`src/rtl/toll_controller.sv`:
```
// Toll booth barrier controller driven by decoded UART event codes.
// Edge-detects the event stream and runs an IDLE/OPEN/ALERT FSM with hold timeouts.
module toll_controller #(
  parameter int GATE_HOLD  = 16,
  parameter int ALERT_HOLD = 8
) (
  input  logic       clk,
  input  logic       reset,
  input  logic [2:0] uart_data,
  output logic       gate_open,
  output logic       tailgate_alert,
  output logic       ev_discount
);

  localparam int MAX_HOLD = (GATE_HOLD > ALERT_HOLD) ? GATE_HOLD : ALERT_HOLD;
  localparam int CW       = (MAX_HOLD > 1) ? $clog2(MAX_HOLD) : 1;
  localparam logic [CW-1:0] GATE_LAST  = CW'(GATE_HOLD - 1);
  localparam logic [CW-1:0] ALERT_LAST = CW'(ALERT_HOLD - 1);

  localparam logic [2:0] CODE_TAG    = 3'd1;
  localparam logic [2:0] CODE_EV_TAG = 3'd2;
  localparam logic [2:0] CODE_NO_TAG = 3'd3;
  localparam logic [2:0] CODE_EXIT   = 3'd4;
  localparam logic [2:0] CODE_CLEAR  = 3'd5;

  typedef enum logic [1:0] {IDLE, OPEN, ALERT} state_t;

  state_t        state;
  logic [2:0]    prev;
  logic [CW-1:0] cnt;
  logic          accept;

  // Reserved codes never count as events, but prev still tracks them.
  assign accept = (uart_data != prev) && (uart_data != 3'd0) && (uart_data <= CODE_CLEAR);

  always_ff @(posedge clk) begin
    if (reset) begin
      state          <= IDLE;
      prev           <= 3'd0;
      cnt            <= '0;
      gate_open      <= 1'b0;
      tailgate_alert <= 1'b0;
      ev_discount    <= 1'b0;
    end else begin
      prev <= uart_data;
      case (state)
        IDLE: begin
          if (accept && (uart_data == CODE_TAG || uart_data == CODE_EV_TAG)) begin
            state          <= OPEN;
            cnt            <= '0;
            gate_open      <= 1'b1;
            tailgate_alert <= 1'b0;
            ev_discount    <= (uart_data == CODE_EV_TAG);
          end
        end
        OPEN: begin
          if (accept && uart_data == CODE_EXIT) begin
            state       <= IDLE;
            cnt         <= '0;
            gate_open   <= 1'b0;
            ev_discount <= 1'b0;
          end else if (accept && (uart_data == CODE_TAG || uart_data == CODE_EV_TAG ||
                                  uart_data == CODE_NO_TAG)) begin
            state          <= ALERT;
            cnt            <= '0;
            gate_open      <= 1'b0;
            tailgate_alert <= 1'b1;
            ev_discount    <= 1'b0;
          end else if (cnt == GATE_LAST) begin
            state       <= IDLE;
            cnt         <= '0;
            gate_open   <= 1'b0;
            ev_discount <= 1'b0;
          end else begin
            cnt <= cnt + 1'b1;
          end
        end
        ALERT: begin
          // A clear event and the hold timeout lead to the same place.
          if ((accept && uart_data == CODE_CLEAR) || cnt == ALERT_LAST) begin
            state          <= IDLE;
            cnt            <= '0;
            tailgate_alert <= 1'b0;
          end else begin
            cnt <= cnt + 1'b1;
          end
        end
        default: begin
          state          <= IDLE;
          cnt            <= '0;
          gate_open      <= 1'b0;
          tailgate_alert <= 1'b0;
          ev_discount    <= 1'b0;
        end
      endcase
    end
  end

endmodule

```
`config.mk`:
```
export PLATFORM = sky130hd
export DESIGN_NAME = toll_controller
export DESIGN_NICKNAME = d
export VERILOG_FILES = /design/src/rtl/toll_controller.sv
export SDC_FILE = /design/constraint.sdc
export NUM_CORES = 1
export LEC_CHECK = 0
export CORE_AREA = 5 5 45 47
export DETAILED_ROUTE_END_ITERATION = 10
export DIE_AREA = 0 0 50 52
export PLACE_DENSITY = 0.75
export SLEW_MARGIN = 10
export SYNTH_ARGS = -nofsm -noshare
export SYNTH_HDL_FRONTEND = slang
export SYNTH_SLANG_ARGS = --single-unit
```
`constraint.sdc`:
```
create_clock -name clk -period 3.35 [get_ports clk]
set_input_delay 0.67 -clock clk [delete_from_list [all_inputs] [get_ports clk]]
set_output_delay 0.67 -clock clk [all_outputs]
set_load 0.02 [all_outputs]
```
# Yosys cells after proc, flatten, opt, wreduce, memory -nomap -nowiden
# Index checks and enable logic that the tools add are counted.
[classes]
add_sub_neg = 1
n_lt_le_gt_ge = 1
n_eq_ne = 15
mux = 24
bitwise_logic = 1
reduce_logical = 14
[op_table]
columns = ["op", "n"]
rows = [
  ["$mux 4", 5],
  ["$pmux 4 s3", 1],
  ["$mux 2", 5],
  ["$mux 1", 9],
  ["$pmux 1 s3", 3],
  ["$ne 2x2->1 const B", 4],
  ["$eq 3x2->1 const B", 2],
  ["$eq 3x3->1 const B", 2],
  ["$logic_and 1x1->1", 6],
  ["$pmux 2 s3", 1],
  ["$reduce_and 3->1", 2],
  ["$add 4x1->4 const B", 1],
  ["$eq 4x3->1 const B", 1],
  ["$eq 4x4->1 const B", 1],
  ["$ne 4x4->1 const B", 1],
  ["$reduce_and 4->1", 1],
  ["$eq 3x1->1 const B", 1],
  ["$le 3x3->1 const B", 1],
  ["$logic_or 1x1->1", 3],
  ["$ne 3x3->1", 1],
  ["$reduce_bool 3->1", 1],
  ["$eq 2x1->1 const B", 1],
  ["$eq 2x2->1 const B", 1],
  ["$logic_not 2->1", 1],
  ["$not 1->1", 1],
]
[totals]
ff_bits = 12
out_inout_bits = 3
wordCells = 62

# Longest topological paths before layout
# Gate-level depths: netlist of the first run.
[depth]
depth_word = 7
depth_mapped = 7
mapped_depth_nobuf = 7

# Worst setup path after synthesis of the first run
# Ideal clock, no wire load.
[synth_path]
path_type = "input to register"
start = "input uart_data[0]"
end = "register state[0]"
setup_time_ps = 116
arrival_time_ps = 1834
slack_ps = 1399
path_stages = 6
path_buffers = 1
path_cell_list = "buf_6 > or3b_1 > a31oi_1 > o311a_2 > nor3_2 > o211a_1"
[synth_between]
elab_chain_cells = 7
[synth_rtl]
columns = ["item", "line", "rtl"]
rows = [
  ["start, declared", "9", "input logic [2:0] uart_data,"],
  ["parallel branches: the longest is 7 deep, another holds $le 3x3->1", "--", ""],
  ["end signal, assigned", "49", "state <= OPEN;"],
  ["end signal, assigned", "58", "state <= IDLE;"],
  ["end signal, assigned", "64", "state <= ALERT;"],
  ["end, declared", "28", "state_t state;"],
]
# Several ways; the timed one is not identified.
# A chain may end at the register's enable or synchronous reset.

# Worst setup path after layout of the first run
# Ends and elaborated chain as after synthesis.

==> results of run 1 <==
flip-flops by register name, indices dropped and copies added, names as in the netlist:
signal	flops
ev_discount	1
gate_open	1
prev	3
state	2
cnt	4
tailgate_alert	1
synth_stat cells, drive strengths merged:
master	count	share of area (%)
mux2i	2	2.7
or3b	3	3.6
nand4b	1	1.2
o211a	1	1.4
a31oi	4	5.1
inv	7	3.6
nand4	1	0.85
o22a	1	1.2
a211oi	2	2.0
o21a	1	1.0
nor2b	4	3.4
o21ai	3	2.0
ha	4	6.8
buf	2	3.1
or3	3	2.6
o32ai	1	1.2
clkbuf	1	0.51
o31ai	1	1.0
a21oi	3	2.0
nor3b	2	2.0
nand2b	2	1.7
nand3	3	2.0
o2111ai	4	4.8
nand3b	1	1.0
nor3	2	2.7
nand2	8	4.1
nor2	4	2.0
dfxtp	12	33
o311a	1	1.5
layout make-up:
type	count	area, um2
Clock buffer	3	22.52
Tap cell	17	21.27
Inverter	7	26.28
Fill cell	157	792.0
Multi-Input combinational cell	62	441.7
Timing Repair Buffer	7	70.07
Sequential cell	12	240.2
worst paths after layout:
kind | to | slack, ns | depth (start not counted)
setup / recovery | state[0] | 1.06 | 6
hold reg to reg | tailgate_alert | 0.45 | 2
hold / removal | tailgate_alert | 0.45 | 2
setup reg to reg | state[0] | 1.65 | 5
per-stage QoR:
stage / power, uW / instances / setup slack [ns] / cell area, um2
floorplan: 273.7 / 84 / 1.399 / 734.5
global placement: 301.0 / 105 / 0.7962 / 799.5
detailed placement: 303.5 / 105 / 0.8026 / 799.5
CTS: 388.7 / 108 / 1.076 / 822.0
global route: 412.9 / 108 / 0.9932 / 822.0
finish: 387.8 / 108 / 1.060 / 822.0
critical path, stage by stage:
cell and delay, ns:
clkdlybuf4s50_1 0.61, or3b_1 0.15, a31oi_1 0.10, o311a_2 0.46, or3_1 0.33, o211a_1 0.13
logic make-up (layout without fill, tap and decap cells):
| group | count (synthesis) | count (layout) | share of synthesized area [%] |
|---|---|---|---|
| multiplexers | 2 | 2 | 2.726 |
| flip-flops | 12 | 12 | 32.71 |
| adder cells (fa/ha/maj) | 4 | 4 | 6.815 |
| buffers and inverters | 10 | 17 | 7.155 |
| AO/OA/AOI/OAI | 22 | 22 | 23.34 |
| AND/OR/NAND/NOR | 34 | 34 | 27.26 |
power by group:
group          switching, uW  total (uW)  internal [uW]
combinational           77.3         136           58.9
clock                   45.5        87.0           41.5
sequential              9.20         165            155
routing by layer:
layer / global-route usage [%] / share of wire, %
met5: 0 / 0
met4: 5.240 / 1.2
met3: 2.579 / 4.0
met2: 19.87 / 46
met1: 16.18 / 49
layout by cell type (no fill, tap or decap), drive strengths merged:
cell type and count:
dfxtp 12, nand2 8, inv 7, clkdlybuf4s50 7
nor2b 4, nor2 4, o2111ai 4, ha 4
a31oi 4, o21ai 3, or3b 3, or3 3
nand3 3, a21oi 3, clkbuf 3, nor3b 2
nand2b 2, a211oi 2, nor3 2, mux2i 2
o22a 1, o21a 1, nand4b 1, nand4 1
nand3b 1, o311a 1, o211a 1, o31ai 1
o32ai 1
==> key figures, run 1 <==
Outcome
  • Result of the run: completed

GRT
  • Wire length of the first global-routing pass: 2615 um
  • Initial antenna violation count: 0
  • Remaining global-route overflow: 0
  • Via count of the first global-routing pass: ~590
  • GR Util All Layers: 12.51%
  • Pin count of the biggest net entering global routing: 10

Drt
  • Initial DRC Count: 10
  • Number of routed nets with antenna violations: 0
  • Wirelength per Cell: between 10 and 15 um
  • Initial DRT Pass Iterations: 4
  • Number of design rule violations left after detail routing: 0
  • Via total after detailed routing: around 640
  • Vias per inst: 5.889
  • Aggregate routed wire length: 1409 um

Timing
  • Number of failing setup endpoints in the final timing report: 0
  • Pins Over Slew Limit: 0
  • Hold_ws: 0.4476 ns
  • Clock Skew: 0.004372 ns
  • Total negative slack: 0 ns
  • Setup repair after global routing missed its margin: false
  • Maximum operating frequency: 436.6 MHz
  • Ratio of final minimum period to clock period: about two thirds
  • Tmin final: 2.290 ns
  • Max transition margin: approximately two thirds
  • Endpoints failing hold: 0
  • Worst Tran Pin Value: 0.4856 ns

CTS
  • CTS H-Tree Depth: 1
  • Clk_lat worst skew: 0.27 ns
  • Total clock buffers created by CTS: 3
  • Clock tree from TritonCTS: done
  • Total number of clock tree sinks: 12
  • Post-cts repair resize count: 0
  • Buffers from clock root to sink, at most: 2
  • Clock-pin slew of the registers on the worst-case setup and hold paths: roughly 0.070 ns
  • Number of buffers inserted to repair setup after CTS: 0
  • Count of hold buffers inserted by post-cts repair: 0
  • Buffer type at the clock tree root: clkbuf_4

Critical path
  • Worst-path fanout max: 8
  • Critical path endpoint category: flop
  • Start of the worst register-to-register path: prev[2]
  • Worst setup path start: uart_data[0]
  • Type of origin of the critical path: primary input
  • WS Path Type: primary input to flop
  • Crit path required time: 3.51 ns
  • CP Data Arrival Time: 2.45 ns

Synthesis
  • Total number of yosys warnings: 0
  • Number of register bits inferred by synthesis: 12
  • Summed instance area of the synthesized netlist: roughly 730 um2
  • Post-synth net total: 93
  • Post-synth cell types: 30
  • Synth Area per Inst: approximately 8.7 um2
  • Instance count of the mapped netlist: 84
  • Seq/Total Area, Yosys: 32.71%

Floorplan
  • Core region area: about 0.0016 mm2
  • Total I/O pin count: 8
  • Std-Cell Rows: 15
  • Vert. Die Dim: 52 um
  • Die X-Extent: 50 um
  • Die Area: 0.002600 mm2
  • Effective utilization at floorplan: 45.50%

Placed design
  • Post-detailed-placement half-perimeter wirelength: 1095 um
  • Weighted congestion at the end of routability-driven global placement: 0.8067
  • Number of port buffers: 7

Power
  • Pwr Density: 471.7 mW/mm2
  • Largest vdd supply drop: approximately 0.00018 V
  • Static Leakage: 0.0002873 uW

Run
  • Max-capacitance violation count: 0

Finish
  • Final Net Count: 102
  • Fraction of final layout cells sized beyond drive strength 1: 8.791%
  • Layout overhead on the synthesized area: 11.93%
  • Final core utilization: 50.93%
  • Number of diodes: 0

Hold path
  • Path type of the worst min-delay path: flop to flop
  • Hold Path Origin: tailgate_alert
Power figures use the tool's default switching activity.
==> inputs of run 2 (changes only) <==
Settings changed: CORE_AREA 5 5 45 47 to 5 5 46 48, DIE_AREA 0 0 50 52 to 0 0 51 53.
Clock period 3.35 ns to 2 ns, I/O delays scaled along.
==> run 2 against run 1 <==
  * First-iteration DRC count grew 20%
  * Register-to-register slack lost 1.3 ns
  * Sequential power grew 67%
  * Combinational power grew 100%
  * Global-route usage grew 2.0 points
  * Cell count grew 8.3%
  * Largest power group unchanged
==> key figures, run 2 (synthesis gave the netlist of run 1 again) <==
Drt
  • Number of routed nets with antenna violations: 0 (unchanged)
  • Initial DRC Count: 12 (+2)
  • Vias per inst: 5.778 (-1.9%)
  • Initial DRT Pass Iterations: 4 (unchanged)
  • Via total after detailed routing: 676 (+6.3%)
  • Wirelength per Cell: 13.94 um (+6.9%)
  • Number of design rule violations left after detail routing: 0 (unchanged)
  • Aggregate routed wire length: 1631 um (+16%)

Placed design
  • Number of port buffers: 7 (unchanged)
  • Cell Count Post-Placement: 113 (+7.6%)
  • Weighted congestion at the end of routability-driven global placement: 0.8052 (-0.19%)
  • Post-detailed-placement half-perimeter wirelength: 1240 um (+13%)

Finish
  • Final core utilization: 54.61% (+3.7 points)
  • Non-filler cells, final: 117 (+8.3%)
  • Most common cell after layout, fill and taps aside: dfxtp_1
  • Fraction of final layout cells sized beyond drive strength 1: 18.00% (+9.2 points)
  • Final Net Count: 110 (+7.8%)
  • Registers with the highest flip-flop counts: cnt (4), prev (3), state (2)
  • Leading cell types in the layout, fill and taps excluded: dfxtp_1 (12), nand2_1 (8), buf_4 (8)
  • Layout overhead on the synthesized area: 24.19%
  • Number of flip-flops in the largest register: 4 (unchanged)
  • Number of diodes: 0 (unchanged)
  • Reg with most FFs: cnt

Run
  • Max-capacitance violation count: 0 (unchanged)

GRT
  • Wire length of the first global-routing pass: 2918 um (+12%)
  • Remaining global-route overflow: 0 (unchanged)
  • Pin count of the biggest net entering global routing: 10 (unchanged)
  • Initial antenna violation count: 0 (unchanged)
  • GR Util All Layers: 14.50% (+2.0 points)
  • Via count of the first global-routing pass: 687 (+16%)

Floorplan
  • Vert. Die Dim: 53 um (+1.9%)
  • Die X-Extent: 51 um (+2.0%)
  • Core region area: 0.001670 mm2 (+3.5%)
  • Total I/O pin count: 8 (unchanged)
  • Die Area: 0.002703 mm2 (+4.0%)
  • Effective utilization at floorplan: 43.97% (-1.5 points)
  • Std-Cell Rows: 15 (unchanged)

Timing
  • Pins Over Slew Limit: 0 (unchanged)
  • Worst Tran Pin Value: 0.3424 ns (-0.1432 ns)
  • Total negative slack: 0 ns (unchanged)
  • Max transition margin: 77.10% (+9.8 points)
  • Hold_ws: 0.4437 ns (-0.003865 ns)
  • Maximum operating frequency: 532.2 MHz
  • Ratio of final minimum period to clock period: 93.95%
  • Clock Skew: 0.002789 ns (-0.001584 ns)
  • Tmin final: 1.879 ns
  • Number of failing setup endpoints in the final timing report: 0 (unchanged)
  • Endpoints failing hold: 0 (unchanged)
  • Setup repair after global routing missed its margin: false

CTS
  • Buffer type at the clock tree root: clkbuf_4
  • Total number of clock tree sinks: 12 (unchanged)
  • Post-cts repair resize count: 0 (unchanged)
  • Clk_lat worst skew: 0.29 ns (+0.02 ns)
  • Number of buffers inserted to repair setup after CTS: 0 (unchanged)
  • Clock tree from TritonCTS: done
  • CTS H-Tree Depth: 1 (unchanged)
  • Total clock buffers created by CTS: 3 (unchanged)
  • Buffers from clock root to sink, at most: 2 (unchanged)
  • Clock-pin slew of the registers on the worst-case setup and hold paths: 0.08 ns (about the same)
  • Count of hold buffers inserted by post-cts repair: 0 (unchanged)

Critical path
  • WS Path Type: primary input to flop
  • Critical path's slowest cell: clkdlybuf4s50_1
  • Dominant cell type by count on the critical path: or3_1
  • CP Data Arrival Time: 2.07 ns (-0.38 ns)
  • Critical path endpoint category: flop
  • Max incr delay on CP: 0.55 ns (-0.06 ns)
  • Worst-path fanout max: 6 (-2)
  • R2R setup slack: 0.30 ns (-1.35 ns)
  • Type of origin of the critical path: primary input
  • Crit path required time: 2.20 ns (-1.31 ns)
  • CP Cell Sequence: clkdlybuf4s50_1 -> or3b_1 -> a31oi_2 -> or3_1 -> or3_1 -> o32ai_1

Power
  • Largest vdd supply drop: 0.0004185 V (+130%)
  • Total power after layout: 752.0 uW (+94%)
  • Pwr Density: 824.5 mW/mm2 (+75%)
  • Static Leakage: 0.0003371 uW (+17%)

Hold path
  • Path type of the worst min-delay path: flop to flop

Outcome
  • Result of the run: completed
run 2: cell types whose count changed in the layout (fill, tap and decap cells not counted):
cell and change:
a31oi_1 -1, o311a_4 +1, clkbuf_8 +1, o311a_2 -1, buf_4 +8, a31oi_2 +1
run 2: worst paths after layout:
check | from | end | depth (start not counted)
setup / recovery | uart_data[1] | state[1] | 6
hold / removal | tailgate_alert | tailgate_alert | 2
setup reg to reg | prev[2] | state[1] | 5
hold reg to reg | tailgate_alert | tailgate_alert | 2
run 2: routing by layer:
metal | vias up | track usage [%] | wire length, um
met5 | - | 0 | 0
met4 | 0 | 9.417 | 29
met3 | 4 | 2.535 | 60
met2 | 15 | 27.25 | 844
met1 | 313 | 14.58 | 697
li1 | 344 | - | -
run 2: area by class of cell:
| type | instances | area [um2] |
|---|---|---|
| clock buffer | 4 | 36.28 |
| fill | 166 | 758.2 |
| inverter | 7 | 26.28 |
| multi-input combinational | 62 | 457.9 |
| sequential | 12 | 240.2 |
| tap | 17 | 21.27 |
| timing repair buffer | 15 | 130.1 |
run 2: worst max-delay path, delay by kind of cell:
kind | cells | cell delay [ns]
AOI/OAI and AO/OA | 2 | 0.22
buffers and inverters | 1 | 0.55
and+or+nand+nor | 3 | 0.90
run 2: through the flow:
| step | cell area [um2] | worst slack (ns) |
|---|---|---|
| 3_5_place_dp | 859.6 | -0.1956 |
| 2_1_floorplan | 734.5 | 0.3193 |
| 4_1_cts | 895.9 | 0.1111 |
| 3_3_place_gp | 859.6 | -0.1348 |
| 6_report | 912.1 | 0.1210 |
| 5_1_grt | 912.1 | 0.01042 |
run 2: power by group:
group | internal [uW] | switching (uW) | total, uW
logic | 130 | 142 | 272
registers | 260 | 15.4 | 276
clock network | 111 | 93.0 | 204
